==> src/rtl/led_matrix_pkg.sv <==
// Shared state encoding and memory-port widths for the LED matrix frame-buffer path.
// The device controller and the scan-out fetcher use the same widths.
package led_matrix_pkg;

    localparam int MEM_ADDRESS_WIDTH = 25;
    localparam int MEM_DATA_WIDTH    = 16;
    localparam int RD_LEN_WIDTH      = 8;

    typedef enum logic [1:0] {
        IDLE       = 2'd0,
        WRITE      = 2'd1,
        READ_ISSUE = 2'd2,
        READ_WAIT  = 2'd3
    } arb_state_t;

endpackage

==> src/rtl/mem_port_arbiter.sv <==
// Arbitrates the frame-buffer memory command port between host writes and scan-out
// read bursts. Reads have priority, and a read streak limit keeps host writes moving.
module mem_port_arbiter
    import led_matrix_pkg::*;
#(
    parameter int ADDRESS_WIDTH = MEM_ADDRESS_WIDTH,
    parameter int DATA_WIDTH    = MEM_DATA_WIDTH,
    parameter int LEN_WIDTH     = RD_LEN_WIDTH,
    parameter int WR_BURST_MAX  = 16,
    parameter int RD_STREAK_MAX = 4
) (
    input  logic                     clk_sys,
    input  logic                     reset,
    input  logic                     wr_valid,
    input  logic [ADDRESS_WIDTH-1:0] wr_address,
    input  logic [DATA_WIDTH-1:0]    wr_data,
    output logic                     wr_ready,
    input  logic                     rd_req,
    input  logic [ADDRESS_WIDTH-1:0] rd_address,
    input  logic [LEN_WIDTH-1:0]     rd_len,
    output logic                     rd_ack,
    output logic [DATA_WIDTH-1:0]    rd_data,
    output logic                     rd_data_valid,
    output logic                     rd_done,
    output logic [ADDRESS_WIDTH-1:0] address_mem,
    output logic                     wr_mem,
    output logic [DATA_WIDTH-1:0]    data_out_mem,
    output logic                     data_out_ready_mem,
    input  logic                     fifo_full_mem,
    input  logic [DATA_WIDTH-1:0]    data_in_mem,
    input  logic                     data_in_ready_mem,
    output logic                     rd_overflow
);

    localparam int WC_W = $clog2(WR_BURST_MAX + 1);
    localparam int RS_W = $clog2(RD_STREAK_MAX + 1);
    localparam logic [WC_W-1:0] WR_MAX = WC_W'(WR_BURST_MAX);
    localparam logic [RS_W-1:0] RS_MAX = RS_W'(RD_STREAK_MAX);

    arb_state_t               state;
    logic [WC_W-1:0]          wr_count;
    logic [RS_W-1:0]          rd_streak;
    logic [ADDRESS_WIDTH-1:0] rd_base;
    logic [LEN_WIDTH-1:0]     rd_len_q;
    logic [LEN_WIDTH-1:0]     issued;
    logic [LEN_WIDTH-1:0]     returned;
    logic                     read_active;
    logic                     ret_accept;

    function automatic logic [RS_W-1:0] sat_inc(input logic [RS_W-1:0] v);
        return (v == RS_MAX) ? v : v + RS_W'(1);
    endfunction

    assign wr_ready    = (state == WRITE) && !fifo_full_mem && (wr_count < WR_MAX);
    assign read_active = (state == READ_ISSUE) || (state == READ_WAIT);
    // Returns outside a burst, or beyond its length, are dropped and flagged.
    assign ret_accept  = data_in_ready_mem && read_active && (returned < rd_len_q);

    always_ff @(posedge clk_sys or posedge reset) begin
        if (reset) begin
            state              <= IDLE;
            wr_count           <= '0;
            rd_streak          <= '0;
            rd_base            <= '0;
            rd_len_q           <= '0;
            issued             <= '0;
            returned           <= '0;
            address_mem        <= '0;
            data_out_mem       <= '0;
            rd_data            <= '0;
            wr_mem             <= 1'b0;
            data_out_ready_mem <= 1'b0;
            rd_ack             <= 1'b0;
            rd_done            <= 1'b0;
            rd_data_valid      <= 1'b0;
            rd_overflow        <= 1'b0;
        end else begin
            data_out_ready_mem <= 1'b0;
            rd_ack             <= 1'b0;
            rd_done            <= 1'b0;
            rd_data_valid      <= 1'b0;
            if (data_in_ready_mem && !ret_accept) begin
                rd_overflow <= 1'b1;
            end

            case (state)
                IDLE: begin
                    if (rd_req && ((rd_streak < RS_MAX) || !wr_valid)) begin
                        rd_base   <= rd_address;
                        rd_len_q  <= rd_len;
                        issued    <= '0;
                        returned  <= '0;
                        rd_ack    <= 1'b1;
                        rd_streak <= sat_inc(rd_streak);
                        state     <= READ_ISSUE;
                    end else if (wr_valid) begin
                        rd_streak <= '0;
                        wr_count  <= '0;
                        state     <= WRITE;
                    end
                end
                WRITE: begin
                    if (!wr_valid) begin
                        state <= IDLE;
                    end else if (wr_ready) begin
                        address_mem        <= wr_address;
                        data_out_mem       <= wr_data;
                        wr_mem             <= 1'b1;
                        data_out_ready_mem <= 1'b1;
                        wr_count           <= wr_count + WC_W'(1);
                        if (wr_count + WC_W'(1) == WR_MAX) begin
                            state <= IDLE;
                        end
                    end
                end
                READ_ISSUE: begin
                    if (rd_len_q == '0) begin
                        rd_done <= 1'b1;
                        state   <= IDLE;
                    end else if (!fifo_full_mem) begin
                        address_mem        <= rd_base + ADDRESS_WIDTH'(issued);
                        wr_mem             <= 1'b0;
                        data_out_ready_mem <= 1'b1;
                        issued             <= issued + LEN_WIDTH'(1);
                        if (issued + LEN_WIDTH'(1) == rd_len_q) begin
                            state <= READ_WAIT;
                        end
                    end
                end
                default: ;
            endcase

            // Placed after the case so completion of the burst overrides the issue transition.
            if (ret_accept) begin
                rd_data       <= data_in_mem;
                rd_data_valid <= 1'b1;
                returned      <= returned + LEN_WIDTH'(1);
                if (returned + LEN_WIDTH'(1) == rd_len_q) begin
                    rd_done <= 1'b1;
                    state   <= IDLE;
                end
            end
        end
    end

endmodule

==> config.mk <==
export PLATFORM = sky130hd
export DESIGN_NAME = mem_port_arbiter
export DESIGN_NICKNAME = d
export VERILOG_FILES = /design/src/rtl/led_matrix_pkg.sv /design/src/rtl/mem_port_arbiter.sv
export SDC_FILE = /design/constraint.sdc
export NUM_CORES = 1
export LEC_CHECK = 0
export BUFFER_PORTS_ARGS = -buffer_cell sky130_fd_sc_hd__buf_2
export CAP_MARGIN = 15
export CORE_MARGIN = 3
export CORE_UTILIZATION = 56
export CTS_BUF_LIST = sky130_fd_sc_hd__clkbuf_8
export DETAILED_ROUTE_END_ITERATION = 16
export HOLD_SLACK_MARGIN = 0.08
export MAX_ROUTING_LAYER = met4
export PLACE_DENSITY_LB_ADDON = 0.05
export SKIP_LAST_GASP = 1
export SLEW_MARGIN = 40
export SYNTH_ARGS = -nofsm -noshare
export SYNTH_HDL_FRONTEND = slang
export SYNTH_SLANG_ARGS = --single-unit
==> constraint.sdc <==
create_clock -name clk_sys -period 3.9 [get_ports clk_sys]
set_clock_uncertainty 0.1 [all_clocks]
set_input_delay 0.195 -clock clk_sys [delete_from_list [all_inputs] [get_ports clk_sys]]
set_output_delay 0.195 -clock clk_sys [all_outputs]
set_load 0.02 [all_outputs]
== After elaboration in Yosys (flattened, before gate mapping) ==
Index checks and enable logic that the tools add are counted.
Widths: inputs -> output; s select.
Word-level totals
  ROM bits: 0
  register bits: 122
  output and inout port bits: 64
  memory bits (writable): 0
  memories: 0
  latch bits: 0
  logic and storage cells: 112
  input bits: 96
Cells by class
  div/mod/pow operators: 0
  equality and inequality tests: 15
  multiplexer cells: 47
  bitwise gates (word level): 0
  $lt $le $gt $ge: 3
  multiply operators: 0
  reductions and logical operators: 26
  add/subtract/negate cells: 5
  shift-type cells: 0
Operators by type and width (number)
  $mux 25: 4
  $pmux 25 s2: 1
  $mux 8: 5
  $add 25x8->25: 1
  $mux 2: 10
  $mux 5: 4
  $add 8x1->8 const B: 2
  $eq 8x8->1: 2
  $ne 2x2->1 const B: 8
  $pmux 8 s2: 1
  $mux 1: 15
  $reduce_bool 2->1: 6
  $pmux 5 s2: 1
  $reduce_and 5->1: 2
  $mux 3: 3
  $logic_not 8->1: 1
  $lt 8x8->1: 1
  $logic_and 1x1->1: 6
  $pmux 2 s3: 1
  $reduce_and 3->1: 2
  $add 5x1->5 const B: 1
  $eq 5x5->1 const B: 1
  $lt 5x5->1 const B: 1
  $eq 2x2->1 const B: 2
  10 further kinds: 15

== Depth between registers and ports, before layout ==
  word-level depth: 8
  gate-level depth with buffers: 11
  gate-level depth less buffers: 9

== Worst setup path after synthesis ==
OpenSTA, ideal clock, no wires.
  kind: register -> register
  start point: register issued[0]
  end point: register address_mem[24]
  arrival time: 2060 ps
  library setup time: 143 ps
  setup slack: 1597 ps
  required time: 3657 ps
  cell stages (with the launch flop): 10
  path through: dfrtp_1 -> ha_1 -> inv_1 -> fa_1 -> nor2b_1 -> o31a_1 -> o211ai_2 -> nor4_1 -> xnor2_1 -> o221ai_1
Between the ends
  word-level cells in the longest chain between the ends: 4
RTL lines
  start, declared: RTL line mem_port_arbiter.sv:45  | logic [LEN_WIDTH-1:0] issued;
  start signal, assigned: RTL line mem_port_arbiter.sv:124  | issued <= issued + LEN_WIDTH'(1);
  $add 25x8->25: RTL line mem_port_arbiter.sv:121  | address_mem <= rd_base + ADDRESS_WIDTH'(issued);
  $mux 25: RTL line mem_port_arbiter.sv:120  | end else if (!fifo_full_mem) begin
  $mux 25: RTL line mem_port_arbiter.sv:117  | if (rd_len_q == '0) begin
  $pmux 25 s2: RTL line mem_port_arbiter.sv:86  | case (state)
  end signal, assigned: RTL line mem_port_arbiter.sv:106  | address_mem <= wr_address;
  end signal, assigned: RTL line mem_port_arbiter.sv:121
  end, declared: RTL line mem_port_arbiter.sv:25  | output logic [ADDRESS_WIDTH-1:0] address_mem,
Every way passes these cells. The select of a mux whose other input is x is not followed.
A chain may end at the register's enable or synchronous reset.

== Final worst setup path ==
  start point: register rd_len_q[5]
  end point: register returned[5]
Between the ends
  word-level cells in the longest chain between the ends: 4
  elaborated cells on any way between the ends: 6
  those cells by class: 1 x order compare; 1 x mux; 4 x reduce/logical
RTL lines
  start, declared: RTL line mem_port_arbiter.sv:44  | logic [LEN_WIDTH-1:0] rd_len_q;
  start signal, assigned: RTL line mem_port_arbiter.sv:90  | rd_len_q <= rd_len;
  $lt 8x8->1 *: RTL line mem_port_arbiter.sv:57  | assign ret_accept = data_in_ready_mem && read_active && (returned < rd_len_q);
  $logic_and 1x1->1 *: RTL line mem_port_arbiter.sv:57
  $reduce_bool 2->1 (no line)
  $reduce_and 2->1 (no line)
  end signal, assigned: RTL line mem_port_arbiter.sv:137  | returned <= returned + LEN_WIDTH'(1);
  end, declared: RTL line mem_port_arbiter.sv:46  | logic [LEN_WIDTH-1:0] returned;
Every way passes the cells marked *; elsewhere a longest branch is shown, timed or not.

==> flow_metrics.py <==
metrics = {
    "floorplan": {
        "start_util_pct": 58.5,
        "die_h_um": 114,
        "die_w_um": 114,
        "core_area_um2": 11100,
        "io_pins": 160,
        "rows": 38,
        "die-area_um2": 12900,
    },
    "routing": {
        "drt-initial-drc-count": 514,
        "drt-total-wl_um": 17200,
        "antenna_left": 0,
        "vias": 6056,
        "drc": 0,
        "vias_per_cell": 5.49,
        "post_drt_wl_per_cell_um": 15.6,
        "drtPass1Iterations": 5,
    },
    "sta": {
        "maxSlewHeadroom_pct": 52.1,
        "rsz0062_at_grt": "no",
        "finalMaxSlewViolations": 0,
        "setup_tns_ns": 0,
        "finalHoldViolations": 0,
        "worst_slack_ns": 0.962,
        "finalCriticalPeriod_ns": 2.94,
        "fmax_ghz": 0.340,
        "finalSetupViolations": 0,
        "period_share_pct": 75.3,
        "tightestPinTransition_ns": 0.719,
    },
    "cells_and_area": {
        "layout_common_cells": "nand2_1, buf_2, dfrtp_1",
        "nets": 1076,
        "insertedDiodeCount": 0,
        "seq_area_um2": 3050,
        "area_growth_pct": 33.0,
        "nFillCells": 754,
        "final_common_cell": "nand2_1",
        "multi_input_area_um2": 3180,
        "final_core_utilization_pct": 77.7,
        "drive_above_1_share_pct": 22.6,
    },
    "status": {
        "status": "finished clean",
    },
    "power_and_ir_drop": {
        "combPwrFrac_pct": 47.4,
        "clockPowerShare_pct": 15.7,
        "p_int_w": 0.00336,
        "power.density_nw_per_um2": 689,
        "power.leakage_nw": 4.23,
        "pwr-share-seq_pct": 36.9,
        "p_sw_w": 0.00258,
        "switching_share_pct": 43.4,
        "vdd_ir_drop_max_mv": 0.457,
    },
    "synthesis": {
        "yosysUniqueCellTypes": 63,
        "synth_area_um2": 6480,
        "postSynth.asyncResetShare_pct": 100,
        "yosysSeqAreaShare_pct": 47.1,
        "synth-edff-count": 0,
        "synth-seq-cells": 122,
        "synth_area_per_cell_um2": 9.17,
        "syn-instance-count": 706,
        "ys.flop_type": "dfrtp_1",
        "synth.net_count": 829,
        "yosysWarnings": 0,
    },
    "grt": {
        "grt_pass1_wl_um": 29000,
        "grt_pass1_vias": 6143,
        "grt_usage_pct": 28.9,
        "grt-ovfl-total": 0,
        "grt_start_max_net_pins": 82,
        "antenna_found_initial": 0,
    },
    "cts": {
        "cts_buffers": 17,
        "cts.clk_slew.worst_paths_ns": 0.06,
        "clock-sinks": 122,
        "postCtsSetupBuffers": 0,
        "clockBufferDepth": 2,
        "cts_root_buffer": "clkbuf_8",
        "htreeDepth": 4,
        "cts_tree": "built",
        "clk_latency_ns": 0.44,
    },
    "worst_setup_path": {
        "crit_path_start": "rd_len_q[5]",
        "r2r_start": "rd_len_q[5]",
        "critPathRequiredTime_ns": 4.17,
        "startpoint_type": "register",
        "rr_endpoint": "returned[5]",
        "worstSetupPathType": "reg2reg",
        "path_max_fanout": 24,
        "arrival_ns": 3.21,
        "ff2ff_path_depth": 8,
        "r2r_slack_ns": 0.96,
        "crit_end": "returned[5]",
        "worstSetupEndpointType": "register",
    },
    "placement": {
        "portBuffers": 159,
        "finalWeightedCongestion": 0.869,
        "dp_slack_ns": 0.980,
        "dp_hpwl_um": 11600,
    },
    "min_path": {
        "holdPathStages": 4,
        "holdCritStartpoint": "wr_address[23]",
        "hold_path.class": "in2reg",
    },
    "run": {
        "drv_cap": 0,
    },
}
synth_stat cells, drive strengths merged, types with 3 or more instances:
| cell type | n | area, µm² |
|---|---|---|
| nor4 | 5 | 37.5 |
| nor2b | 10 | 62.6 |
| xor2 | 16 | 140 |
| nand2b | 7 | 43.8 |
| nand3 | 12 | 60.1 |
| nor3b | 5 | 37.5 |
| and4 | 3 | 26.3 |
| a31oi | 4 | 25.0 |
| a211oi | 6 | 45.0 |
| a21o | 14 | 105 |
| mux2 | 16 | 180 |
| nand4 | 6 | 37.5 |
| buf | 14 | 78.8 |
| nor2 | 41 | 154 |
| o31ai | 6 | 45.0 |
| and2 | 3 | 20.0 |
| a21oi | 25 | 136 |
| ha | 26 | 325 |
| nor3 | 16 | 80.1 |
| inv | 25 | 93.8 |
| o21a | 5 | 37.5 |
| clkbuf | 17 | 67.6 |
| o211ai | 11 | 87.6 |
| xnor2 | 23 | 201 |
| o21ai | 53 | 265 |
| and3 | 11 | 70.1 |
| o22ai | 9 | 56.3 |
| nand2 | 163 | 612 |
| dfrtp | 122 | 3050 |
worst min path at each step:
stage | endpoint
after floorplan | rd_base[0]
after global placement | rd_data[8]
after detailed placement | data_out_ready_mem
after CTS | address_mem[23]
after global routing | address_mem[23]
final | address_mem[23]
final cells by class:
| class | instances | share of cell area, % |
|---|---|---|
| clock buffers | 21 | 3.36 |
| clock inverters | 8 | 0.392 |
| inverters | 25 | 1.15 |
| multi-input cells | 528 | 37.0 |
| flip-flops and latches | 122 | 35.5 |
| well taps | 140 | 2.03 |
| repair buffers | 259 | 20.6 |
through the flow:
| step | hold WS [ns] | total power [W] | cells | cell area (µm²) |
|---|---|---|---|---|
| 2_1_floorplan | 0.200 | 0.00410 | 706 | 6480 |
| 3_5_place_dp | 0.280 | 0.00492 | 982 | 7370 |
| 6_report | 0.124 | 0.00593 | 1103 | 8610 |
| 3_3_place_gp | 0.284 | 0.00483 | 982 | 7360 |
| 4_1_cts | 0.0933 | 0.00594 | 1103 | 8610 |
| 5_1_grt | 0.129 | 0.00642 | 1103 | 8610 |
layer usage:
metal / GRT usage [%] / wire (µm) / vias to the layer above
li1: - / - / 2931
met1: 34.7 / 7230 / 2862
met2: 48.2 / 8620 / 227
met3: 5.46 / 904 / 36
met4: 11.9 / 464 / 0
met5: - / 0 / -
registers in the layout, summed over array words and instances, names as in the netlist:
signal	count
address_mem	25
data_out_mem	16
data_out_ready_mem	1
issued	8
rd_ack	1
rd_base	25
rd_data	16
rd_data_valid	1
rd_done	1
rd_len_q	8
rd_overflow	1
rd_streak	3
returned	8
state	2
wr_count	5
wr_mem	1
power groups by stage:
stage	clock, W	sequential, W	combinational (W)
floorplan	0	0.00249	0.00161
global placement	0	0.00217	0.00266
detailed placement	0	0.00220	0.00272
CTS	0.000958	0.00218	0.00280
global route	0.00102	0.00226	0.00315
finish	0.000930	0.00219	0.00281
critical path, cell delays in order, from the launching register on:
cell and delay (ns):
dfrtp_1 0.48, inv_1 0.13, ha_1 0.23, a2111oi_0 0.41
a21oi_1 0.14, or2_2 0.47, inv_1 0.60, o21ai_0 0.19
nand2_1 0.11
cell families after synthesis:
kind of cell	Yosys count	share of synthesized area (%)
simple gates	288	19.9
compound gates	155	15.4
flops	122	47.1
buf+inv	56	3.71
xor+xnor	39	5.27
fa+ha+maj	28	5.49
mux	18	3.09
repair_timing:
item	4_1_cts	5_1_grt
hold buffers	92	0
resized for setup	0	0
endpoints found under the hold margin	170	0
Note: power is estimated with default switching activity, not from simulation.
